--- src/rtl/eq_coeff_scheduler.sv ---
// Coefficient-load scheduler for the 8-band equalizer: round-robin grant, coefficient streaming, phase-0 aligned swap.
// Optional running checksum of loaded coefficients is enabled by defining EQ_COEFF_CHECKSUM_EN.
module eq_coeff_scheduler #(
  parameter int NUM_BANDS = 8,
  parameter int NUM_TAPS  = 64,
  parameter int COEFF_W   = 16,
  parameter int ADDR_W    = 6,
  localparam int BAND_W   = $clog2(NUM_BANDS)
) (
  input  logic                      clk,
  input  logic                      rst,
  input  logic                      clk_enable,
  input  logic                      i_phase_0,
  input  logic [NUM_BANDS-1:0]      i_load_req,
  output logic [NUM_BANDS-1:0]      o_load_ack,
  output logic                      o_busy,
  output logic                      o_coeff_rd_en,
  output logic [BAND_W-1:0]         o_coeff_rd_band,
  output logic [ADDR_W-1:0]         o_coeff_rd_addr,
  input  logic signed [COEFF_W-1:0] i_coeff_rd_data,
  output logic [NUM_BANDS-1:0]      o_write_enable,
  output logic [ADDR_W-1:0]         o_write_address,
  output logic signed [COEFF_W-1:0] o_coeffs_out,
  output logic [NUM_BANDS-1:0]      o_write_done,
  output logic signed [COEFF_W-1:0] o_checksum
);

  localparam logic [ADDR_W-1:0] LAST_TAP = ADDR_W'(NUM_TAPS - 1);

  typedef enum logic [2:0] {
    S_IDLE, S_GRANT, S_STREAM, S_DRAIN, S_WAIT_PH0, S_DONE, S_ACK
  } state_t;

  state_t                 state, state_nxt;
  logic [BAND_W-1:0]      band_g;
  logic [BAND_W-1:0]      rr_ptr;
  logic [ADDR_W-1:0]      rd_addr;
  logic                   vld_p1;
  logic [ADDR_W-1:0]      wr_addr_p1;
  logic                   pick_vld;
  logic [BAND_W-1:0]      pick_band;
  logic [NUM_BANDS-1:0]   band_oh;

  // Scans downward so the band closest to the pointer is the one left standing.
  function automatic logic [BAND_W:0] rr_pick(input logic [NUM_BANDS-1:0] req,
                                              input logic [BAND_W-1:0]    ptr);
    logic [BAND_W:0]   res;
    logic [BAND_W-1:0] idx;
    res = '0;
    for (int i = NUM_BANDS - 1; i >= 0; i--) begin
      idx = ptr + BAND_W'(i);
      if (req[idx]) res = {1'b1, idx};
    end
    return res;
  endfunction

  assign {pick_vld, pick_band} = rr_pick(i_load_req, rr_ptr);
  assign band_oh = {{(NUM_BANDS-1){1'b0}}, 1'b1} << band_g;

  always_ff @(posedge clk or negedge rst) begin
    if (!rst) state <= S_IDLE;
    else if (clk_enable) state <= state_nxt;
  end

  always_comb begin
    state_nxt = state;
    case (state)
      S_IDLE:     if (|i_load_req) state_nxt = S_GRANT;
      S_GRANT:    state_nxt = pick_vld ? S_STREAM : S_IDLE;
      S_STREAM:   if (rd_addr == LAST_TAP) state_nxt = S_DRAIN;
      S_DRAIN:    state_nxt = S_WAIT_PH0;
      S_WAIT_PH0: if (i_phase_0) state_nxt = S_DONE;
      S_DONE:     state_nxt = S_ACK;
      S_ACK:      state_nxt = S_IDLE;
      default:    state_nxt = S_IDLE;
    endcase
  end

  // Stage p0: read request; stage p1: filter write one enabled cycle later
  always_ff @(posedge clk or negedge rst) begin
    if (!rst) begin
      band_g     <= '0;
      rr_ptr     <= '0;
      rd_addr    <= '0;
      vld_p1     <= 1'b0;
      wr_addr_p1 <= '0;
    end else if (clk_enable) begin
      if (state == S_GRANT) begin
        band_g  <= pick_band;
        rd_addr <= '0;
      end
      if (state == S_STREAM && rd_addr != LAST_TAP) rd_addr <= rd_addr + 1'b1;
      vld_p1     <= (state == S_STREAM);
      wr_addr_p1 <= rd_addr;
      if (state == S_ACK) rr_ptr <= band_g + 1'b1;
    end
  end

`ifdef EQ_COEFF_CHECKSUM_EN
  logic signed [COEFF_W-1:0] acc_p1;
  logic signed [COEFF_W-1:0] checksum_q;

  always_ff @(posedge clk or negedge rst) begin
    if (!rst) begin
      acc_p1     <= '0;
      checksum_q <= '0;
    end else if (clk_enable) begin
      if (state == S_GRANT) acc_p1 <= '0;
      else if (vld_p1) acc_p1 <= acc_p1 + i_coeff_rd_data;
      if (state == S_WAIT_PH0 && i_phase_0) checksum_q <= acc_p1;
    end
  end

  assign o_checksum = checksum_q;
`else
  assign o_checksum = '0;
`endif

  always_comb begin
    o_busy          = (state != S_IDLE);
    o_coeff_rd_en   = 1'b0;
    o_coeff_rd_band = '0;
    o_coeff_rd_addr = '0;
    o_write_enable  = '0;
    o_write_address = '0;
    o_coeffs_out    = '0;
    o_write_done    = '0;
    o_load_ack      = '0;
    if (state == S_STREAM) begin
      o_coeff_rd_en   = 1'b1;
      o_coeff_rd_band = band_g;
      o_coeff_rd_addr = rd_addr;
    end
    if (vld_p1) begin
      o_write_enable  = band_oh;
      o_write_address = wr_addr_p1;
      o_coeffs_out    = i_coeff_rd_data;
    end
    if (state == S_DONE) o_write_done = band_oh;
    if (state == S_ACK) o_load_ack = band_oh;
  end

endmodule

--- config.mk ---
export PLATFORM = sky130hd
export DESIGN_NAME = eq_coeff_scheduler
export DESIGN_NICKNAME = d
export VERILOG_FILES = /design/src/rtl/eq_coeff_scheduler.sv
export SDC_FILE = /design/constraint.sdc
export NUM_CORES = 1
export LEC_CHECK = 0
export ABC_AREA = 1
export CORE_MARGIN = 8
export CORE_UTILIZATION = 45
export CTS_CLUSTER_DIAMETER = 60
export DETAILED_ROUTE_END_ITERATION = 12
export GPL_TIMING_DRIVEN = 0
export PLACE_DENSITY_LB_ADDON = 0.12
export SYNTH_ARGS = -nofsm -noshare
export SYNTH_HDL_FRONTEND = slang
export SYNTH_SLANG_ARGS = --single-unit
--- constraint.sdc ---
create_clock -name clk -period 6.35 [get_ports clk]
set_clock_uncertainty 0.1 [all_clocks]
set_input_delay 0.9525 -clock clk [delete_from_list [all_inputs] [get_ports clk]]
set_output_delay 0.9525 -clock clk [all_outputs]
set_load 0.005 [all_outputs]
# After elaboration in Yosys (flattened, before gate mapping)
# Index checks and enable logic that the tools add are counted.
# totals
output_inout_bits,73
word_cells,83
regBits,22
# op_classes
n_mux,39
n_addsub,9
shift,1
n_eq_ne,11
n_lt_le_gt_ge,8
n_reduce_logical,9
# ops
operator,count
"3-bit by 4-bit < comparator with 1-bit output, second input constant",8
4-bit two-way mux,8
1-bit binary-select mux with 3-bit select,8
6-bit two-way mux,4
8-bit two-way mux,3
3-bit one-hot mux with 6 select lines,1
16-bit two-way mux,1
"3-bit adder, second input constant",4
3-bit two-way mux,4
"3-bit == test, second input constant",3
1-bit two-way mux,9
8-bit OR reduction,1
"1-bit by 3-bit left shift with 8-bit output, first input constant",1
"3-bit by 1-bit adder with 3-bit output, second input constant",2
"3-bit by 2-bit adder with 3-bit output, second input constant",2
"6-bit by 1-bit adder with 6-bit output, second input constant",1
"3-bit by 2-bit == test with 1-bit output, second input constant",2
"6-bit == test, second input constant",1
"2-bit inequality test, second input constant",3
"6-bit inequality test, second input constant",1
2-bit AND reduction,3
4-bit AND reduction,1
"3-bit by 1-bit == test with 1-bit output, second input constant",1
3-bit zero test,1
4 further kinds,4

# Longest topological paths before layout
# Gate-level depths: netlist of the first run.
# depth
word_depth,13
mapped_depth,20
mapped_depth_nobuf,18

# Worst setup path before layout of the first run
# Ideal clock, no wire load.
# synth_path
path_type,reg2reg
start,register rr_ptr[1]
end,register band_g[1]
arrival_time_ns,2.043
setup_time_ns,0.116
n_path_buf,3
setup_slack_ns,4.091
period_less_slack_ns,2.259
path_stages_with_launch,19
path_cell_list,dfrtp_1 > buf_2 > inv_1 > buf_4 > ha_1 > clkbuf_1 > inv_1 > nand3_1 > nand3_1 > nand2_1 > inv_1 > nand3_1 > nand3_1 > nand2_1 > nand2_1 > nand2_1 > nand2_1 > nand2_1 > nand2_1
# synth_between
elab_chain_len,11
# synth_lines
element,line_no,source
from (decl),36,logic [BAND_W-1:0] rr_ptr;
from (signal assigned),95,if (state == S_ACK) rr_ptr <= band_g + 1'b1;
3-bit adder,51,idx = ptr + BAND_W'(i);
1-bit binary-select mux with 3-bit select,52,"if (req[idx]) res = {1'b1, idx};"
1-bit two-way mux (not written as such),52,
4-bit two-way mux (7 in a row),52,
4-bit two-way mux (*),52,
to (signal assigned),89,band_g <= pick_band;
to (decl),35,logic [BAND_W-1:0] band_g;
# Mark *: on every way between the ends. The rest lies on a longest branch, timed or not. The select of a mux whose other input is x is not followed.
# A chain may end at the register's enable or synchronous reset.

# Final worst setup path of the first run
# layout_path
start,input i_coeff_rd_data[10]
end,output o_coeffs_out[10]
# layout_between
elab_chain_len,1
# layout_lines
element,line_no,source
from (decl),20,"input logic signed [COEFF_W-1:0] i_coeff_rd_data,"
16-bit two-way mux,134,if (vld_p1) begin
to (decl),23,"output logic signed [COEFF_W-1:0] o_coeffs_out,"
# Every way passes these cells.

==> flow_metrics.tcl, run 1 <==
set metrics [dict create \
    cp-start-kind "input port" \
    die_x_um 85.7 \
    hold_depth 2 \
    setup_viol 0 \
    ant_nets 0 \
    chipHeight_um 85.7 \
    root_buffer "clkbuf_8" \
    maxCapViolCount 0 \
    fin_tns_setup_ns 0 \
    h-tree-depth 1 \
    multiInputGateArea_mm2 0.00129 \
    clkPwrFrac_pct 7.9 \
    r2r_cells 18 \
    swShare_pct 52.0 \
    final_util_pct 68.4 \
    synth_cells 368 \
    cp_data_arrival_time_ns 2.05 \
    grt_max_degree 23 \
    ctsHoldBuffers 0 \
    postCtsSetupBuffers 0 \
    syn_area_per_cell_um2 5.95 \
    cts_sinks 22 \
    drt_iter0_drc 108 \
    powerDensity_mw_per_mm2 396 \
    r2r-end "band_g[1]" \
    routedWlPerCell_um 12.8 \
    max_slew_margin_pct 34.9 \
    period_needed_ns 3.10 \
    power.switching_uw 659 \
    synth_seq_cells 22 \
    portBuffers 84 \
    fillCellCount 440 \
    num_rows 25 \
    required_ns 5.30 \
    placed_cells 521 \
    ys_types 30 \
    hold_slack_ns 0.390 \
    min_from "wr_addr_p1[0]" \
    final_cell_mix "nand2_1, clkdlybuf4s50_1, inv_1, nor2_1, nand3_1" \
    r2r_start "rr_ptr[1]" \
    run_status "finished, final reports clean" \
    slowest_stage "clkdlybuf4s50_1" \
    grt_overflow_total 0 \
    path_class "input port to output pin" \
    max_stage_delay_ns 0.50 \
    syn_to_final_growth_pct 46.6 \
    hold_end "wr_addr_p1[0]" \
    die-area_mm2 0.00735 \
    final_layout_size_suffix_gt1_share_pct 8.70 \
    synth_warnings 0 \
    first_pass_iters 4 \
    synth-edff-count 0 \
    combPwrFrac_pct 73.6 \
    r2r_slack_ns 3.59 \
    async_flop_share_pct 100 \
    globalplace.congestion 0.959 \
    period_share_pct 48.9 \
    worst_pin_slew_ns 0.974 \
    p_seq_share_pct 18.5 \
    clk_pin_slew_ns 0.08 \
    critical_path.max_fanout 1 \
    grt_pass1_vias 2301 \
    rsz0062_at_grt "no" \
    track_usage_pct 18.2 \
    grt_antenna_before_repair 0 \
    cts_buffer_depth 2 \
    clock_latency_ns 0.26 \
    final_common_cell "nand2_1" \
    final_nets 509 \
    p_int_uw 610 \
    ctsResizeCount 0 \
    drc 0 \
    ys.flop_type "dfrtp_1" \
    via_per_inst 4.78 \
    design_area_mm2 0.00321 \
    grt_pass1_wl_mm 11.1 \
    fmax_mhz 322 \
    path_cells "clkdlybuf4s50_1, nand2_1, inv_1, clkdlybuf4s50_1" \
    via_count 2508 \
    layout.cells.non_filler 525 \
    final_max_slew_viol_count 0 \
    power.leakage_nw 1.70 \
    wirelength_mm 6.72 \
    critPathCaptureType "output pin" \
    hold_class "register to register" \
    cp_common_cell "clkdlybuf4s50_1" \
    finalHoldViolations 0 \
    start_util_pct 46.6 \
    dp_hpwl_mm 5.69 \
    antennaDiodeCount 0 \
    place_area_mm2 0.00315 \
    ir_worst_vdd_mv 0.295 \
    ys_seq_area_share_pct 25.2 \
    cts_inserted_buffers 3 \
    io_pins 101 \
    regArea_um2 551 \
    syn_area_mm2 0.00219 \
    core_area_mm2 0.00469 \
    cts_tree "built" \
]
==> final cells by class <==
cell class,instances,area share [%]
plain buffers,26,5.58
clock buffers,4,1.72
inverters,59,6.90
multi-input cells,276,40.3
flip-flops and latches,22,17.2
well taps,54,2.11
repair buffers,84,26.2
==> layer usage <==
metal | vias up | global-route usage, % | part of all wire (%)
met3 | 6 | 4.87 | 7.7
met1 | 1092 | 22.7 | 46
met2 | 105 | 30.8 | 46
li1 | 1305 | - | -
met4 | 0 | 3.34 | 0.82
met5 | - | 0 | 0
==> cell families after synthesis <==
| kind of cell | count (synthesis) | share of synthesized area, % |
|---|---|---|
| other | 1 | 0.171 |
| muxes | 1 | 0.515 |
| buffers and inverters | 85 | 18.3 |
| adders and majority gates | 9 | 5.15 |
| and+or+nand+nor | 212 | 41.2 |
| DFF | 22 | 25.2 |
| AOI/OAI and AO/OA | 36 | 8.75 |
| xor gates and xnor gates | 2 | 0.801 |
==> worst max-delay path, delay by kind of cell <==
kind | cells | cell delay [ns]
buf+inv | 3 | 1.04
simple gates | 1 | 0.05
==> flip-flops by register name, indices dropped and copies added, names as in the netlist <==
signal / count
band_g: 3
rd_addr: 6
rr_ptr: 3
state: 3
vld_p1: 1
wr_addr_p1: 6
==> power groups by stage <==
stage / Sequential [mW] / Clock, mW / Combinational [mW]
CTS: 0.234 / 0.102 / 0.931
global placement: 0.234 / 0 / 0.899
floorplan: 0.225 / 0 / 0.652
finish: 0.235 / 0.101 / 0.934
global route: 0.242 / 0.110 / 1.06
detailed placement: 0.236 / 0 / 0.927
==> through the flow <==
stage               setup WS (ns)  total power, mW
floorplan                    4.09            0.877
global placement             3.26             1.13
detailed placement           3.24             1.16
CTS                          3.24             1.27
global route                 3.19             1.41
finish                       3.25             1.27
==> worst max path at each step <==
stage / start / end / slack (ns) / cells after the start
global route: i_coeff_rd_data[12] / o_coeffs_out[12] / 3.19 / 4
floorplan: rr_ptr[1] / band_g[1] / 4.09 / 18
global placement: i_coeff_rd_data[4] / o_coeffs_out[4] / 3.26 / 4
detailed placement: i_coeff_rd_data[12] / o_coeffs_out[12] / 3.24 / 4
CTS: i_coeff_rd_data[12] / o_coeffs_out[12] / 3.24 / 4
finish: i_coeff_rd_data[10] / o_coeffs_out[10] / 3.25 / 4
==> cells in the mapped netlist, types with 2 or more instances <==
| library cell | count | area (µm²) |
|---|---|---|
| a21oi_1 | 14 | 70.1 |
| a31oi_1 | 2 | 12.5 |
| buf_2 | 2 | 10.0 |
| buf_4 | 17 | 128 |
| buf_6 | 2 | 22.5 |
| clkbuf_1 | 5 | 18.8 |
| dfrtp_1 | 22 | 551 |
| ha_1 | 9 | 113 |
| inv_1 | 55 | 206 |
| inv_2 | 4 | 15.0 |
| nand2_1 | 113 | 424 |
| nand2_2 | 2 | 12.5 |
| nand2_4 | 2 | 22.5 |
| nand3_1 | 38 | 190 |
| nor2_1 | 45 | 169 |
| nor2_2 | 2 | 12.5 |
| nor2_4 | 2 | 22.5 |
| nor3_1 | 4 | 20.0 |
| nor4_1 | 2 | 12.5 |
| o21ai_0 | 16 | 80.1 |
Note: power is estimated with default switching activity, not from simulation.
==> run 2: changes to the inputs <==
- CORE_UTILIZATION: 45 -> 38
- clock period: 6.35 -> 2.6 ns (I/O delays scaled with it)
==> run 2 against run 1 <==
Compared with the run above: worst hold slack better by 0.015 ns; final area is 1.5% higher; flip-flop and latch count did not move; combinational power rose to 2.5 times the previous value; die area rose by 15%; non-clock buffer count unchanged; setup slack got worse by 3.1 ns; first-iteration DRC count grew 5.6%; largest cell class unchanged; highest routed layer unchanged.
==> flow_metrics.tcl, run 2 (synthesis gave the netlist of run 1 again) <==
set metrics [dict create \
    period_share_pct 92.4 \
    wirelength_mm 6.99 \
    max_slew_margin_pct 32.1 \
    via_per_inst 4.64 \
    drt_iter0_drc 114 \
    p_seq_share_pct 17.9 \
    track_usage_pct 16.3 \
    root_buffer "clkbuf_8" \
    run_status "finished, final reports clean" \
    die_x_um 91.9 \
    final_util_pct 58.8 \
    critPathCaptureType "output pin" \
    power.switching_mw 1.64 \
    chipHeight_um 91.9 \
    globalplace.congestion 0.953 \
    cp_data_arrival_time_ns 1.91 \
    critical_path.max_fanout 8 \
    num_rows 27 \
    final_cell_mix "nand2_1, clkdlybuf4s50_1, inv_1, nor2_1, nand3_1" \
    power.leakage_nw 1.70 \
    setup_viol 0 \
    grt_overflow_total 0 \
    cts_buffer_depth 2 \
    clock_latency_ns 0.27 \
    grt_max_degree 23 \
    swShare_pct 51.5 \
    via_count 2522 \
    p_int_mw 1.54 \
    start_util_pct 39.5 \
    clk_pin_slew_ns 0.08 \
    top_regs "rd_addr: 6 flops, wr_addr_p1: 6 flops" \
    ir_worst_vdd_mv 0.572 \
    rsz0062_at_grt "no" \
    final_nets 509 \
    fin_tns_setup_ns 0 \
    finalHoldViolations 0 \
    cp-start-kind "register" \
    grt_antenna_before_repair 0 \
    antennaDiodeCount 0 \
    routedWlPerCell_um 12.9 \
    syn_to_final_growth_pct 48.8 \
    ant_nets 0 \
    cts_inserted_buffers 3 \
    combPwrFrac_pct 74.2 \
    portBuffers 84 \
    dp_hpwl_mm 5.87 \
    maxCapViolCount 0 \
    final_max_slew_viol_count 0 \
    placed_cells 539 \
    io_pins 101 \
    ctsHoldBuffers 0 \
    cts_tree "built" \
    period_needed_ns 2.40 \
    path_class "register to output pin" \
    final_common_cell "nand2_1" \
    die-area_mm2 0.00844 \
    hold_slack_ns 0.405 \
    cts_sinks 22 \
    worst_pin_slew_ns 1.02 \
    clkPwrFrac_pct 8.0 \
    hold_class "register to register" \
    drc 0 \
    first_pass_iters 4 \
    grt_pass1_wl_mm 11.4 \
    h-tree-depth 1 \
    design_area_mm2 0.00326 \
    required_ns 2.11 \
    layout.cells.non_filler 543 \
    core_area_mm2 0.00554 \
    place_area_mm2 0.00318 \
    powerDensity_mw_per_mm2 978 \
    final_layout_size_suffix_gt1_share_pct 9.55 \
    grt_pass1_vias 2329 \
    fmax_mhz 416 \
]
## run 2: through the flow
| stage | total power [mW] | worst slack [ns] |
|---|---|---|
| after global placement | 2.80 | -0.0177 |
| after detailed placement | 2.85 | -0.0482 |
| final | 3.18 | 0.197 |
| after global routing | 3.52 | 0.00847 |
| after floorplan | 2.14 | 0.341 |
| after CTS | 3.10 | 0.0971 |
## run 2: worst paths after layout
check | depth (start not counted) | slack (ns) | start | to
max | 5 | 0.20 | state[2] | o_load_ack[1]
min | 2 | 0.41 | wr_addr_p1[2] | wr_addr_p1[2]
max reg2reg | 17 | 0.26 | rr_ptr[1] | band_g[1]
min reg2reg | 2 | 0.41 | wr_addr_p1[2] | wr_addr_p1[2]
max in group asynchronous | 1 | 1.21 | rst | rd_addr[1]
min in group asynchronous | 1 | 0.57 | rst | wr_addr_p1[2]
## run 2: repair_timing
item / CTS / global route
cloned: 0 / 0
setup buffers: 0 / 1
resized for setup: 0 / 5
setup endpoints to repair: 2 / 3
## run 2: layout make-up
cell class	count	area [µm²]
inverter	59	225
sequential	22	551
multi-input combinational	276	1310
buffer	25	178
tap	72	90.1
clock buffer	4	55.1
timing repair buffer	85	848
fill	556	2280
## run 2: layer usage
metal | vias up | GRT usage (%) | part of all wire (%)
li1 | 1306 | - | -
met1 | 1104 | 21.3 | 49
met2 | 104 | 26.1 | 42
met3 | 8 | 4.24 | 7.9
met4 | 0 | 3.89 | 1.2
met5 | - | 0 | 0
## run 2: power groups by stage
stage	logic [mW]	registers, mW	clock network, mW
global route	2.66	0.587	0.270
global placement	2.23	0.574	0
floorplan	1.59	0.550	0
CTS	2.28	0.568	0.256
detailed placement	2.27	0.575	0
finish	2.36	0.569	0.253
## run 2: worst max-delay path, cell delays in order (launching register included)
cell and delay, ns:
dfrtp_1 0.49, nand2_1 0.11, nor2_1 0.14, inv_1 0.18, nor2_1 0.17, clkdlybuf4s50_1 0.55
==> run 3: changes to the inputs <==
- CORE_UTILIZATION: 38 -> 42
- MAX_ROUTING_LAYER: default -> met4
- clock period: 2.6 -> 2.3 ns (I/O delays scaled with it)
==> run 3 against run 2 <==
Compared with the run above: largest cell class unchanged; critical path depth unchanged; power increased by 19%; final cell count increased by 0.74%; register-to-register slack got worse by 0.10 ns; non-clock buffer count increased by 7.
==> flow_metrics.tcl, run 3 (synthesis gave the netlist of run 1 again) <==
set metrics [dict create \
    period_share_pct 95.8 \
    path_class "register to output pin" \
    antennaDiodeCount 0 \
    final_common_cell "nand2_1" \
    critical_path.max_fanout 5 \
    cts_buffer_depth 2 \
    io_pins 101 \
    track_usage_pct 18.9 \
    slowest_stage "clkdlybuf4s50_1" \
    power.leakage_nw 1.82 \
    place_area_mm2 0.00317 \
    final_layout_size_suffix_gt1_share_pct 15.7 \
    grt_max_degree 23 \
    cp-start-kind "register" \
    cts_inserted_buffers 3 \
    via_count 2609 \
    grt_antenna_before_repair 0 \
    root_buffer "clkbuf_8" \
    drt_iter0_drc 146 \
    final_nets 516 \
    chipHeight_um 88.2 \
    h-tree-depth 1 \
    ant_nets 0 \
    design_area_mm2 0.00338 \
    start_util_pct 43.1 \
    cts_tree "built" \
    critPathCaptureType "output pin" \
    first_pass_iters 4 \
    clk_pin_slew_ns 0.08 \
    portBuffers 84 \
    top_regs "rd_addr: 6 flops, wr_addr_p1: 6 flops" \
    fmax_mhz 454 \
    powerDensity_mw_per_mm2 1120 \
    clock_latency_ns 0.27 \
    r2r-end "band_g[1]" \
    placed_cells 537 \
    hold_depth 2 \
    globalplace.congestion 0.895 \
    cp_data_arrival_time_ns 1.76 \
    required_ns 1.86 \
    period_needed_ns 2.20 \
    grt_pass1_vias 2341 \
    syn_to_final_growth_pct 54.3 \
    rsz0062_at_grt "yes" \
    min_from "wr_addr_p1[3]" \
    wirelength_mm 7.38 \
    grt_pass1_wl_mm 11.4 \
    via_per_inst 4.77 \
    die_x_um 88.2 \
    setup_viol 0 \
    r2r_slack_ns 0.16 \
    drc 0 \
    r2r_start "rr_ptr[0]" \
    core_area_mm2 0.00507 \
    maxCapViolCount 0 \
    final_cell_mix "nand2_1, clkdlybuf4s50_1, inv_1, nor2_1, nand3_1" \
    r2r_cells 16 \
    ir_worst_vdd_mv 0.748 \
    layout.cells.non_filler 547 \
    final_util_pct 66.5 \
    run_status "finished, final reports clean" \
    total_power_mw 3.80 \
    fillCellCount 468 \
    final_max_slew_viol_count 0 \
    hold_end "wr_addr_p1[3]" \
    hold_class "register to register" \
    die-area_mm2 0.00778 \
    ctsHoldBuffers 0 \
    path_cells "inv_2, ha_1, nand2_1, nor2_1, clkdlybuf4s50_1" \
    grt_overflow_total 0 \
    dp_hpwl_mm 6.03 \
    finalHoldViolations 0 \
    cts_sinks 22 \
    max_stage_delay_ns 0.53 \
    num_rows 26 \
    worst_pin_slew_ns 1.03 \
    max_slew_margin_pct 31.1 \
    routedWlPerCell_um 13.5 \
]
[run 3: changes by cell type in the layout (fill, tap and decap cells not counted), moves of 3 or more]
cell             delta
buf_4               +7
clkbuf_1            -3
clkdlybuf4s50_1     -3
dfrtp_1             -3
dfrtp_2             +3
dlymetal6s2s_1      +3
inv_1               -4
inv_2               +4
nand2_1             -3
nand3_1             -7
nand3_2             +7
nor2_1              -3
nor2_2              +3
[run 3: routing by layer]
metal,vias to the layer above,global-route usage [%],wire length (µm)
li1,1325,-,-
met1,1163,24.6,3410
met2,114,30.2,3290
met3,7,3.19,623
met4,0,3.38,60
met5,-,-,0
[run 3: metrics by stage]
stage	setup slack (ns)	TNS (ns)	hold slack, ns
after floorplan	0.0406	0	-0.0506
after global placement	-0.383	-0.960	0.369
after detailed placement	-0.377	-0.989	0.382
after CTS	0.00719	0	0.402
after global routing	-0.0116	-0.0116	0.423
final	0.0975	0	0.398
[run 3: power by group]
| group | internal, mW | total [mW] | switching (mW) |
|---|---|---|---|
| sequential | 0.525 | 0.678 | 0.153 |
| clock | 0.117 | 0.248 | 0.131 |
| combinational | 1.19 | 2.87 | 1.68 |
| total | 1.84 | 3.80 | 1.96 |
[run 3: cell type report]
cell class	count	area (µm²)	area share, %
multi-input combinational	276	1370	40.5
sequential	22	554	16.4
tap	70	87.6	2.59
timing repair buffer	93	916	27.1
inverter	59	224	6.63
buffer	24	186	5.52
clock buffer	3	41.3	1.22
[run 3: timing repair]
item / 4_1_cts / 5_1_grt
setup endpoints to repair: 24 / 36
resized for setup: 7 / 32
pin swaps: 0 / 2
setup buffers: 0 / 9
[run 3: worst max-delay path by stage]
stage	from	cells past startpoint	endpoint	slack, ns
global route	rr_ptr[0]	16	band_g[1]	-0.01
global placement	rr_ptr[1]	18	band_g[1]	-0.38
finish	band_g[0]	5	o_load_ack[6]	0.1
detailed placement	rr_ptr[1]	18	band_g[1]	-0.38
floorplan	rr_ptr[1]	18	band_g[1]	0.04
CTS	rr_ptr[1]	17	band_g[1]	0.007
[run 3: critical path, delay by kind of cell, from the launching register on]
family	cells	cell delay, ns
buffers and inverters	2	0.62
flip-flops	1	0.45
AND/OR/NAND/NOR	2	0.25
adder cells (fa/ha/maj)	1	0.17
